--- config.mk ---
export PLATFORM = sky130hd
export DESIGN_NAME = divider_sched
export DESIGN_NICKNAME = d
export VERILOG_FILES = /design/src/rtl/divider_pkg.sv /design/src/rtl/divider.sv /design/src/rtl/rr_arbiter.sv /design/src/rtl/divider_sched.sv
export SDC_FILE = /design/constraint.sdc
export NUM_CORES = 1
export LEC_CHECK = 0
export ABC_AREA = 1
export BUFFER_PORTS_ARGS = -buffer_cell sky130_fd_sc_hd__buf_4
export CORE_MARGIN = 2
export CORE_UTILIZATION = 50
export DETAILED_ROUTE_END_ITERATION = 8
export PLACE_DENSITY = 0.67
export SYNTH_ARGS = -nofsm -noshare
export SYNTH_HDL_FRONTEND = slang
export SYNTH_HIERARCHICAL = 1
export SYNTH_SLANG_ARGS = --single-unit
--- constraint.sdc ---
create_clock -name clk -period 5.8 [get_ports clk]
set_input_delay 0.58 -clock clk [delete_from_list [all_inputs] [get_ports clk]]
set_output_delay 0.58 -clock clk [all_outputs]
set_load 0.005 [all_outputs]
--- src/rtl/divider_pkg.sv ---
// Shared types and constants for the divider scheduler: latency helper,
// the tag carried alongside each divide, and the divide-by-zero result.
package divider_pkg;

    localparam int M_DEF    = 26;
    localparam int N_DEF    = 14;
    localparam int NREQ_DEF = 4;
    localparam int TAG_IDW  = $clog2(NREQ_DEF);

    localparam logic [M_DEF-1:0] DZ_QUOTIENT = '1;

    function automatic int div_lat(input int m, input int n);
        return m - n + 1;
    endfunction

    typedef struct packed {
        logic               v;
        logic [TAG_IDW-1:0] id;
        logic               dz;
    } div_tag_t;

endpackage

--- src/rtl/divider.sv ---
// Pipelined restoring divider: M quotient steps spread over STAGES register
// stages, one new operand pair per clock, no stall. Divisor must be nonzero.
module divider #(
    parameter int M      = 26,
    parameter int N      = 14,
    parameter int STAGES = 13
) (
    input  logic         clk,
    input  logic [M-1:0] dividend,
    input  logic [N-1:0] divisor,
    output logic [M-1:0] quotient
);

    // Runs the steps owned by stage s; the shift register holds unconsumed
    // dividend bits on top and developed quotient bits underneath.
    function automatic logic [M-1:0] div_steps(input logic [N:0] rem_i, input logic [M-1:0] quo_i,
                                               input logic [N-1:0] d, input int s, input logic want_rem);
        logic [N:0]   r;
        logic [M-1:0] q;
        r = rem_i;
        q = quo_i;
        for (int j = 0; j < M; j++) begin
            if (j >= (s * M) / STAGES && j < ((s + 1) * M) / STAGES) begin
                r = {r[N-1:0], q[M-1]};
                q = {q[M-2:0], 1'b0};
                if (r >= {1'b0, d}) begin
                    r    = r - {1'b0, d};
                    q[0] = 1'b1;
                end
            end
        end
        return want_rem ? M'(r) : q;
    endfunction

    logic [M-1:0] quo_r [STAGES];
    logic [N:0]   rem_r [STAGES-1];
    logic [N-1:0] dvs_r [STAGES-1];

    for (genvar s = 0; s < STAGES; s++) begin : g_stage
        logic [N:0]   rem_in;
        logic [M-1:0] quo_in;
        logic [N-1:0] dvs_in;

        if (s == 0) begin : g_head
            assign rem_in = '0;
            assign quo_in = dividend;
            assign dvs_in = divisor;
        end else begin : g_body
            assign rem_in = rem_r[s-1];
            assign quo_in = quo_r[s-1];
            assign dvs_in = dvs_r[s-1];
        end

        always_ff @(posedge clk) begin
            quo_r[s] <= div_steps(rem_in, quo_in, dvs_in, s, 1'b0);
        end

        if (s < STAGES - 1) begin : g_carry
            always_ff @(posedge clk) begin
                rem_r[s] <= (N + 1)'(div_steps(rem_in, quo_in, dvs_in, s, 1'b1));
                dvs_r[s] <= dvs_in;
            end
        end
    end

    assign quotient = quo_r[STAGES-1];

endmodule

--- src/rtl/rr_arbiter.sv ---
// Round-robin arbiter: combinational one-hot grant searching upward from
// rr_ptr, pointer advanced past the winner on every grant.
module rr_arbiter #(
    parameter int NREQ = 4,
    parameter int IDW  = $clog2(NREQ)
) (
    input  logic            clk,
    input  logic            rst,
    input  logic [NREQ-1:0] req,
    input  logic            en,
    output logic [NREQ-1:0] gnt,
    output logic [IDW-1:0]  gnt_id
);

    logic [IDW-1:0] rr_ptr;
    logic           found;

    always_comb begin
        int             cand;
        logic [IDW-1:0] cand_id;
        found   = 1'b0;
        gnt_id  = '0;
        gnt     = '0;
        cand    = 0;
        cand_id = '0;
        for (int k = 0; k < NREQ; k++) begin
            cand = int'(rr_ptr) + k;
            if (cand >= NREQ) cand = cand - NREQ;
            cand_id = IDW'(cand);
            if (!found && req[cand_id]) begin
                found  = 1'b1;
                gnt_id = cand_id;
            end
        end
        if (en && found) gnt[gnt_id] = 1'b1;
    end

    always_ff @(posedge clk) begin
        if (rst) begin
            rr_ptr <= '0;
        end else if (|gnt) begin
            rr_ptr <= (gnt_id == IDW'(NREQ - 1)) ? '0 : gnt_id + 1'b1;
        end
    end

endmodule

--- src/rtl/divider_sched.sv ---
// Shares one pipelined divider among NREQ requesters with round-robin issue;
// a tag pipe carries requester id and divide-by-zero status beside the data.
module divider_sched
    import divider_pkg::*;
#(
    parameter int M    = M_DEF,
    parameter int N    = N_DEF,
    parameter int NREQ = NREQ_DEF,
    parameter int IDW  = $clog2(NREQ)
) (
    input  logic              clk,
    input  logic              rst,
    input  logic              hold,
    input  logic [NREQ-1:0]   req_valid,
    output logic [NREQ-1:0]   req_ready,
    input  logic [NREQ*M-1:0] req_dividend,
    input  logic [NREQ*N-1:0] req_divisor,
    output logic              rsp_valid,
    output logic [IDW-1:0]    rsp_id,
    output logic [M-1:0]      rsp_quotient,
    output logic              rsp_dz
);

    localparam int LAT = div_lat(M, N);
    localparam int STG = LAT - 1;

    // Handshake: requester i is accepted in a cycle where req_valid[i] and
    // req_ready[i] are both high; it keeps valid and operands stable until
    // then. Responses have no backpressure and pulse rsp_valid for one cycle.
    logic [NREQ-1:0] gnt;
    logic [IDW-1:0]  gnt_id;
    logic            arb_en;
    logic            accept;
    logic [N-1:0]    sel_divisor;
    logic            sel_dz;

    assign arb_en = !hold && !rst;

    rr_arbiter #(.NREQ(NREQ), .IDW(IDW)) u_arb (
        .clk    (clk),
        .rst    (rst),
        .req    (req_valid),
        .en     (arb_en),
        .gnt    (gnt),
        .gnt_id (gnt_id)
    );

    assign req_ready   = gnt;
    assign accept      = |gnt;
    assign sel_divisor = req_divisor[gnt_id*N +: N];
    assign sel_dz      = (sel_divisor == '0);

    logic           iss_v;
    logic [IDW-1:0] iss_id;
    logic           iss_dz;
    logic [M-1:0]   iss_dividend;
    logic [N-1:0]   iss_divisor;

    // A zero divisor is replaced by 1 so the divider always sees a legal operand.
    always_ff @(posedge clk) begin
        if (rst) iss_v <= 1'b0;
        else     iss_v <= accept;
        if (accept) begin
            iss_id       <= gnt_id;
            iss_dz       <= sel_dz;
            iss_dividend <= req_dividend[gnt_id*M +: M];
            iss_divisor  <= sel_dz ? N'(1) : sel_divisor;
        end
    end

    logic [M-1:0] div_quotient;

    divider #(.M(M), .N(N), .STAGES(STG)) u_div (
        .clk      (clk),
        .dividend (iss_dividend),
        .divisor  (iss_divisor),
        .quotient (div_quotient)
    );

    div_tag_t tag_q [STG];
    div_tag_t last;

    always_ff @(posedge clk) begin
        if (rst) begin
            for (int i = 0; i < STG; i++) tag_q[i] <= '0;
        end else begin
            tag_q[0] <= '{v: iss_v, id: iss_id, dz: iss_dz};
            for (int i = 1; i < STG; i++) tag_q[i] <= tag_q[i-1];
        end
    end

    assign last = tag_q[STG-1];

    always_comb begin
        rsp_valid    = last.v;
        rsp_id       = '0;
        rsp_dz       = 1'b0;
        rsp_quotient = '0;
        if (last.v) begin
            rsp_id       = last.id;
            rsp_dz       = last.dz;
            rsp_quotient = last.dz ? {M{1'b1}} : div_quotient;
        end
    end

endmodule

Yosys cells after proc, flatten, opt, wreduce, memory -nomap -nowiden:

Memory sizes are Yosys's and may differ from the RTL's.
Index checks and enable logic that the tools add are counted.
W data, S select, Z words.

* register bits after elaboration: 46
* memory bits (writable): 679
* input port bits: 167
* output and inout bits: 34
* memories: 4

* add/sub/neg operators: 33
* $mul: 2
* magnitude comparators: 36
* eq/ne operators: 1
* shift operators: 2
* multiplexer cells: 94
* bitwise operators: 12
* reductions and logical operators: 13

Memory list
* u_div.quo_r: depth 12, width 26, read ports 12, clocked after memory_dff 0, wr ports 12, line divider.sv:35 `logic [M-1:0] quo_r [STAGES];`
* u_div.rem_r: depth 11, width 15, read ports 11, clocked after memory_dff 0, wr ports 11, line divider.sv:36 `logic [N:0] rem_r [STAGES-1];`
* u_div.dvs_r: depth 11, width 14, read ports 11, clocked after memory_dff 0, wr ports 11, line divider.sv:37 `logic [N-1:0] dvs_r [STAGES-1];`
* tag_q: depth 12, width 4, read ports 12, clocked after memory_dff 0, wr ports 12, line divider_sched.sv:80 `div_tag_t tag_q [STG];`

Operator list (count)
* $ge A15 B14 Y1: 25
* $mux W14: 14
* $sub A14 B14 Y14: 13
* $mux W15: 11
* $sub A15 B14 Y15: 11
* $shiftx A104 B8 Y26: 1
* $shiftx A56 B7 Y14: 1
* $mux W26: 2
* $mux W4: 13
* $mux W1: 39
* $mux W2: 10
* $lt A2 B3 Y1 const B: 5
* $ge A1 B14 Y1: 1
* $logic_not A14 Y1: 1
* $sub A1 B14 Y14: 1
* $or A1 B1 Y1: 12
* $ge A3 B3 Y1 const B: 3
* $bmux W1 S2: 4
* $sub A2 B1 Y2 const B: 4
* $add A2 B2 Y3 const B: 2
* $logic_and A1 B1 Y1: 6
* $mul A2 B4 Y6 const B: 1
* $logic_not A1 Y1: 5
* $mul A2 B3 Y5 const B: 1
* other kinds (7): 7

Depth between registers and ports, before layout:

Gate-level depths: netlist (run 1).

* depth after elaboration: 20
* mapped depth: 40
* depth with buffers taken out: 37

Cells and area by module:

Netlist (run 1), hierarchy kept.

By module, submodules not included
* divider: instances 1, cells an instance 4296, area each 33145.5 um^2
* divider_sched: instances 1, cells an instance 543, area each 4189.0 um^2
* rr_arbiter: instances 1, cells an instance 79, area each 452.9 um^2

Worst setup path after synthesis (run 1):

No wires, ideal clock.

* kind: reg-to-reg
* start: memory u_div.dvs_r[4][1]
* end: memory u_div/rem_r[5][5] (netlist bit)
* library setup time: 0.112 ns
* data arrival time: 4.921 ns
* path slack: 0.766 ns
* cell stages (with the launch flop): 35
* path through: dfxtp_1 inv_1 ha_1 nand3_1 nand2_4 nand2_2 nand2_2 nand2_2 nand3_4 inv_4 buf_6 buf_4 nand2_1 o21ai_0 ha_1 a21o_1 o21bai_1 a21oi_1 nand3_1 nand2_1 nand3_2 buf_2 nand2_1 nand2_1 ha_1 a21o_1 a21oi_1 o31ai_1 nand4_1 nand2_1 a21oi_1 nand3_2 buf_6 nand2_1 nand2_1

RTL lines (line)
* from (decl): divider.sv:37
* to (decl): divider.sv:36

==> flow_summary_export.csv, run 1 <==
group,metric,value,unit
outcome,status,"finished, final reports clean",
sta,holdWs,0.309,ns
logic_synthesis,synth_top_family_by_area,"simple AND/OR/NAND/NOR gates",
die,num_io_pins,201,
logic_synthesis,ys_types,60,
logic_synthesis,synth-seq-cells,714,
grt,overflow,0,
grt,grt_usage,0.250,
finish,final_cells,6181,
setup_path,critPathMaxFanout,20,
logic_synthesis,synthXorXnorAreaFrac,0.0549,
sta,maxSlewHeadroom,0.279,
logic_synthesis,yosysWarnings,6,
routing,viasPerCell,5.16,
placed_design,dp.final_hpwl,79200,um
sta,finalCritPeriodShare,0.913,
clock_network,cts_buffers,75,
sta,rsz0062_at_grt,"false",
logic_synthesis,yosys.area_share.simple,0.235,
die,die_h,279,um
placed_design,port_buffers,200,
routing,drc_errors,0,
logic_synthesis,syn_area_per_cell,7.68,um^2
sta,final.setup_skew,0.0361,ns
routing,first_pass_iters,6,
clock_network,clockBufferDepth,3,
clock_network,holdBufCountCts,0,
die,start_util,0.507,
die,core-area,74600,um^2
logic_synthesis,async_reset_ff_frac,0,
die,rows,100,
finish,nets,5697,
setup_path,cpMostUsedCell,"nand2_1",
logic_synthesis,seq_area_frac_synth,0.390,
sta,finalWorstPathRequiredPeriod,5.30,ns
sta,hold_viol_final,0,
clock_network,cts-htree-levels,3,
finish,syn2layout_area_growth,13.7,%
logic_synthesis,synth_nets,5465,
logic_synthesis,syn_area,37800,um^2
worst_hold_path,hold_class,"reg2reg",
setup_path,r2r_setup_slack,0.50,ns
clock_network,cts.sinks,714,
grt,grt_pass1_wl,157000,um
sta,setup_tns,0,ns
routing,num_vias,31900,
sta,tightest_slew,1.07,ns
die,die_area,77800,um^2
routing,wirelength,98000,um
clock_network,clkSlewWorstSetupHoldPaths,0.07,ns
clock_network,insertion_delay,0.63,ns
logic_synthesis,synth-compound-area-share,0.114,
setup_path,crit_arrival,5.87,ns
logic_synthesis,synth_edf_count,43,
sta,setup_viol,0,
finish,utilization,0.576,
placed_design,place.gp.congestion,0.940,
grt,grt_pass1_vias,30100,
routing,ant_nets,0,
sta,max_freq,189,MHz
grt,grt_max_degree,83,
logic_synthesis,ys.flop_type,"dfxtp_1",
setup_path,cp-start-kind,"flop",
finish,drive_above_1_share,0.0940,
run,drv_cap,0,
clock_network,tritoncts,"built",
clock_network,cts_setup_buffers,0,
grt,antenna_found_initial,5,
placed_design,numPlacedInstances,6041,
clock_network,root_buffer,"clkbuf_16",
clock_network,cts_resized,0,
setup_path,crit_type,"reg2reg",
logic_synthesis,synth_fa_ha_area_frac,0.131,
sta,slew_violations,0,
setup_path,cp_slowest_cell,"ha_1",
routing,wl_per_cell,15.9,um
routing,drt-initial-drc-count,2137,
logic_synthesis,synth_cells,4918,
setup_path,crit_path_max_incr_delay,0.34,ns
die,dieWidth,279,um
setup_path,end_kind,"flop",
logic_synthesis,synth.area.mux_share,0,
setup_path,crit_required,6.37,ns
[path summary, 6_finish.rpt]
kind,from,end,cells past startpoint
hold / removal,u_div/quo_r[3][31]$_DFF_P_,u_div/quo_r[4][7]$_DFF_P_,0
setup reg to reg,u_div/dvs_r[4][5]$_DFF_P_,u_div/rem_r[5][5]$_DFF_P_,35
hold reg to reg,u_div/quo_r[3][31]$_DFF_P_,u_div/quo_r[4][7]$_DFF_P_,0
setup / recovery,u_div/dvs_r[4][5]$_DFF_P_,u_div/rem_r[5][5]$_DFF_P_,35
[worst max-delay path: cells and delay by family (launching register included)]
family	cells	cell delay [ns]
AND/OR/NAND/NOR	19	1.90
adder cells (fa/ha/maj)	3	0.98
buffers and inverters	5	0.75
flip-flops	1	0.31
AO/OA/AOI/OAI	8	1.29
[cell usage in the layout (no fill, tap or decap), drive strengths merged, types with 8 or more instances in the layout]
cell type,instances
edfxtp,43
a21o,20
ha,356
o21bai,11
xor2,136
a211oi,13
clkbuf,99
nand2,1249
nand3,305
buf,246
clkinv,22
fa,24
o21a,12
o31ai,10
o211ai,8
nor2,360
xnor2,101
o21ai,331
dfxtp,671
nor3,71
a21oi,328
nor4,16
or2,25
nand4,59
a21boi,9
o22ai,26
nand3b,9
a31oi,12
inv,610
[routing by layer]
metal	track usage	vias to the layer above	part of all wire
li1	-	16600	-
met1	0.360	14300	0.49
met2	0.395	935	0.43
met3	0.0324	129	0.061
met4	0.0642	0	0.020
met5	0	-	0
[state kept, by name (all words and copies together) (netlist names)]
register      count
iss_dividend     26
iss_divisor      14
iss_dz            1
iss_id            2
iss_v             1
tag_q            48
u_arb/rr_ptr      2
u_div/dvs_r     154
u_div/quo_r     312
u_div/rem_r     154
[logic make-up after synthesis]
kind of cell    Yosys count
xor+xnor                237
simple gates           2100
fa+ha+maj               380
flops                   714
compound gates          793
buf+inv                 694
[stage by stage]
step                instance area (um^2)  setup slack, ns
floorplan                          37800            0.766
global placement                   40300            0.471
detailed placement                 40300            0.399
CTS                                42900            0.369
global route                       43000           0.0159
finish                             43000            0.502
[area by class of cell]
type | instances | area (um^2)
antenna | 1 | 2.50
clock buffer | 99 | 2130
clock inverter | 39 | 489
fill | 7121 | 31600
inverter | 602 | 2280
multi-input combinational | 3511 | 20300
sequential | 714 | 14700
tap | 969 | 1210
timing repair buffer | 246 | 1870
[cells in the mapped netlist, types with 11 or more instances]
master	count	area share
a211oi_1	13	0.0026
a21o_1	20	0.0040
a21oi_1	323	0.043
buf_2	36	0.0048
buf_4	19	0.0038
buf_6	14	0.0042
clkbuf_1	23	0.0023
dfxtp_1	671	0.36
edfxtp_1	43	0.034
fa_1	24	0.013
ha_1	356	0.12
inv_1	580	0.058
inv_2	18	0.0018
nand2_1	1216	0.12
nand2_2	29	0.0048
nand3_1	294	0.039
nand4_1	59	0.0098
nor2_1	352	0.035
nor3_1	70	0.0093
nor4_1	16	0.0026
o21a_1	12	0.0024
o21ai_0	295	0.039
o21ai_1	31	0.0041
o21bai_1	11	0.0022
o22ai_1	26	0.0043
or2_2	22	0.0036
xnor2_1	101	0.023
xor2_1	136	0.032
Power of run 1 is not shown: default switching activity piles up to over one toggle a cycle in this logic, so the estimate is an artifact.
==> run 2: changes to the inputs <==
--- a/config.mk
+++ b/config.mk
@@ -10,6 +10,7 @@
 export CORE_MARGIN = 2
 export CORE_UTILIZATION = 50
 export DETAILED_ROUTE_END_ITERATION = 8
+export GPL_ROUTABILITY_DRIVEN = 0
 export PLACE_DENSITY = 0.67
 export SYNTH_ARGS = -nofsm -noshare
 export SYNTH_HDL_FRONTEND = slang
==> constraint.sdc (replaced) <==
create_clock -name clk -period 6.5 [get_ports clk]
set_input_delay 0.65 -clock clk [delete_from_list [all_inputs] [get_ports clk]]
set_output_delay 0.65 -clock clk [all_outputs]
set_load 0.005 [all_outputs]
==> run 2 against run 1 <==
First-iteration DRC count grew 17%. Core utilization shrank 0.47 points. Worst setup slack gained 0.31 ns. Count of clock-buffer cells in the layout grew 2. Via count grew 0.37%.
==> flow_summary_export.csv, run 2 (same netlist as run 1, synthesis figures left out) <==
group,metric,value,unit
outcome,status,"finished, final reports clean",
sta,setup_viol,0,
sta,finalCritPeriodShare,0.875,
grt,overflow,0,
die,core-area,74600,um^2
clock_network,cts.sinks,714,
die,die_area,77800,um^2
die,start_util,0.507,
setup_path,r2r-end,"u_div/rem_r[5][10]$_DFF_P_",
setup_path,crit_path_max_incr_delay,0.48,ns
grt,use_met3,0.0396,
die,die_h,279,um
setup_path,critPathLaunch,"u_div/dvs_r[4][1]$_DFF_P_",
setup_path,r2r_setup_slack,0.81,ns
routing,drc_errors,0,
clock_network,root_buffer,"clkbuf_16",
sta,finalWorstPathRequiredPeriod,5.69,ns
setup_path,critPathMaxFanout,20,
die,rows,100,
setup_path,path_delay_family,"simple AND/OR/NAND/NOR gates",
setup_path,cp-start-kind,"flop",
run,drv_cap,0,
grt,antenna_found_initial,5,
sta,max_freq,176,MHz
die,num_io_pins,201,
setup_path,crit_buf_inv,3,
placed_design,dp.final_hpwl,75100,um
setup_path,crit_required,7.01,ns
finish,syn2layout_area_growth,12.8,%
finish,final_common_cell,"nand2_1",
finish,drive_above_1_share,0.0879,
sta,hold_viol_final,0,
sta,holdWs,0.316,ns
clock_network,tritoncts,"built",
finish,largest_register_ffs,312,
sta,tightest_slew,1.02,ns
finish,final_cell_mix,"1216 x nand2_1, 671 x dfxtp_1, 579 x inv_1",
routing,viasPerCell,5.21,
clock_network,clockBufferDepth,3,
clock_network,cts-htree-levels,3,
setup_path,cpMostUsedCell,"nand2_1",
grt,grt_usage,0.238,
worst_hold_path,hold_class,"reg2reg",
routing,num_vias,32000,
grt,use_met2,0.370,
clock_network,insertion_delay,0.62,ns
grt,globalRoute.busiestLayer,"met2",
clock_network,cts_setup_buffers,0,
routing,wl_per_cell,15.2,um
sta,rsz0062_at_grt,"false",
grt,grtUsageMet1,0.333,
clock_network,clkSlewWorstSetupHoldPaths,0.06,ns
sta,maxSlewHeadroom,0.319,
routing,drt-initial-drc-count,2504,
sta,final.setup_skew,0.0184,ns
finish,utilization,0.571,
clock_network,cts_resized,0,
setup_path,crit_type,"reg2reg",
sta,setup_tns,0,ns
grt,grt_pass1_wl,151000,um
routing,wirelength,93400,um
clock_network,holdBufCountCts,0,
finish,reg_top3,"u_div/quo_r (312), u_div/dvs_r (154), u_div/rem_r (154)",
setup_path,reg2reg_depth,29,
setup_path,cp-endpoint,"u_div/rem_r[5][10]$_DFF_P_",
die,dieWidth,279,um
clock_network,cts_buffers,74,
routing,first_pass_iters,6,
setup_path,cp_slowest_cell,"dfxtp_1",
setup_path,cp.depth,29,
routing,ant_nets,0,
grt,grt_pass1_vias,29800,
grt,grt_max_degree,81,
sta,slew_violations,0,
placed_design,port_buffers,200,
setup_path,end_kind,"flop",
setup_path,crit_arrival,6.20,ns
finish,nets,5667,
setup_path,r2r_start,"u_div/dvs_r[4][1]$_DFF_P_",
finish,top_register,"u_div/quo_r",
==> run 2: changes by cell type in the layout (fill, tap and decap cells not counted), sizes merged <==
cell      delta
clkinv       -2
clkinvlp     -3
nor2         -1
diode        +1
buf         -28
clkbuf       +2
bufinv       -1
==> run 2: layout make-up <==
| type | count | area, um^2 |
|---|---|---|
| Fill cell | 7042 | 32000 |
| Multi-Input combinational cell | 3510 | 20200 |
| Sequential cell | 714 | 14700 |
| Inverter | 602 | 2270 |
| Clock buffer | 101 | 2130 |
| Timing Repair Buffer | 218 | 1640 |
| Tap cell | 969 | 1210 |
| Clock inverter | 33 | 403 |
| Antenna cell | 2 | 5.00 |
==> run 2: through the flow <==
stage / cell area [um^2] / cells / setup WS (ns)
after CTS: 42600 / 6147 / 0.836
after global routing: 42600 / 6147 / 0.284
after global placement: 40100 / 6013 / 1.03
after floorplan: 37800 / 4918 / 1.47
after detailed placement: 40100 / 6013 / 0.844
final: 42600 / 6149 / 0.811
==> run 2: routing by layer <==
metal,wire length [um],share of wire
met5,27,0.00029
met4,3170,0.034
met3,6550,0.070
met2,39400,0.42
met1,44300,0.47
==> run 2: how the worst min path moves through the flow <==
stage                                from                    endpoint  slack, ns  cells after the start
2_1_floorplan   u_div/quo_r[0][0]$_DFF_P_  u_div/quo_r[0][28]$_DFF_P_       0.31                      0
3_3_place_gp   u_div/quo_r[1][45]$_DFF_P_  u_div/quo_r[2][21]$_DFF_P_       0.31                      0
3_5_place_dp    u_div/quo_r[0][2]$_DFF_P_  u_div/quo_r[0][30]$_DFF_P_       0.31                      0
4_1_cts        u_div/quo_r[1][35]$_DFF_P_  u_div/quo_r[2][11]$_DFF_P_       0.32                      0
5_1_grt        u_div/quo_r[5][21]$_DFF_P_  u_div/quo_r[5][50]$_DFF_P_       0.33                      0
6_report       u_div/quo_r[1][35]$_DFF_P_  u_div/quo_r[2][11]$_DFF_P_       0.32                      0
Power of run 2 is left out for the same reason.
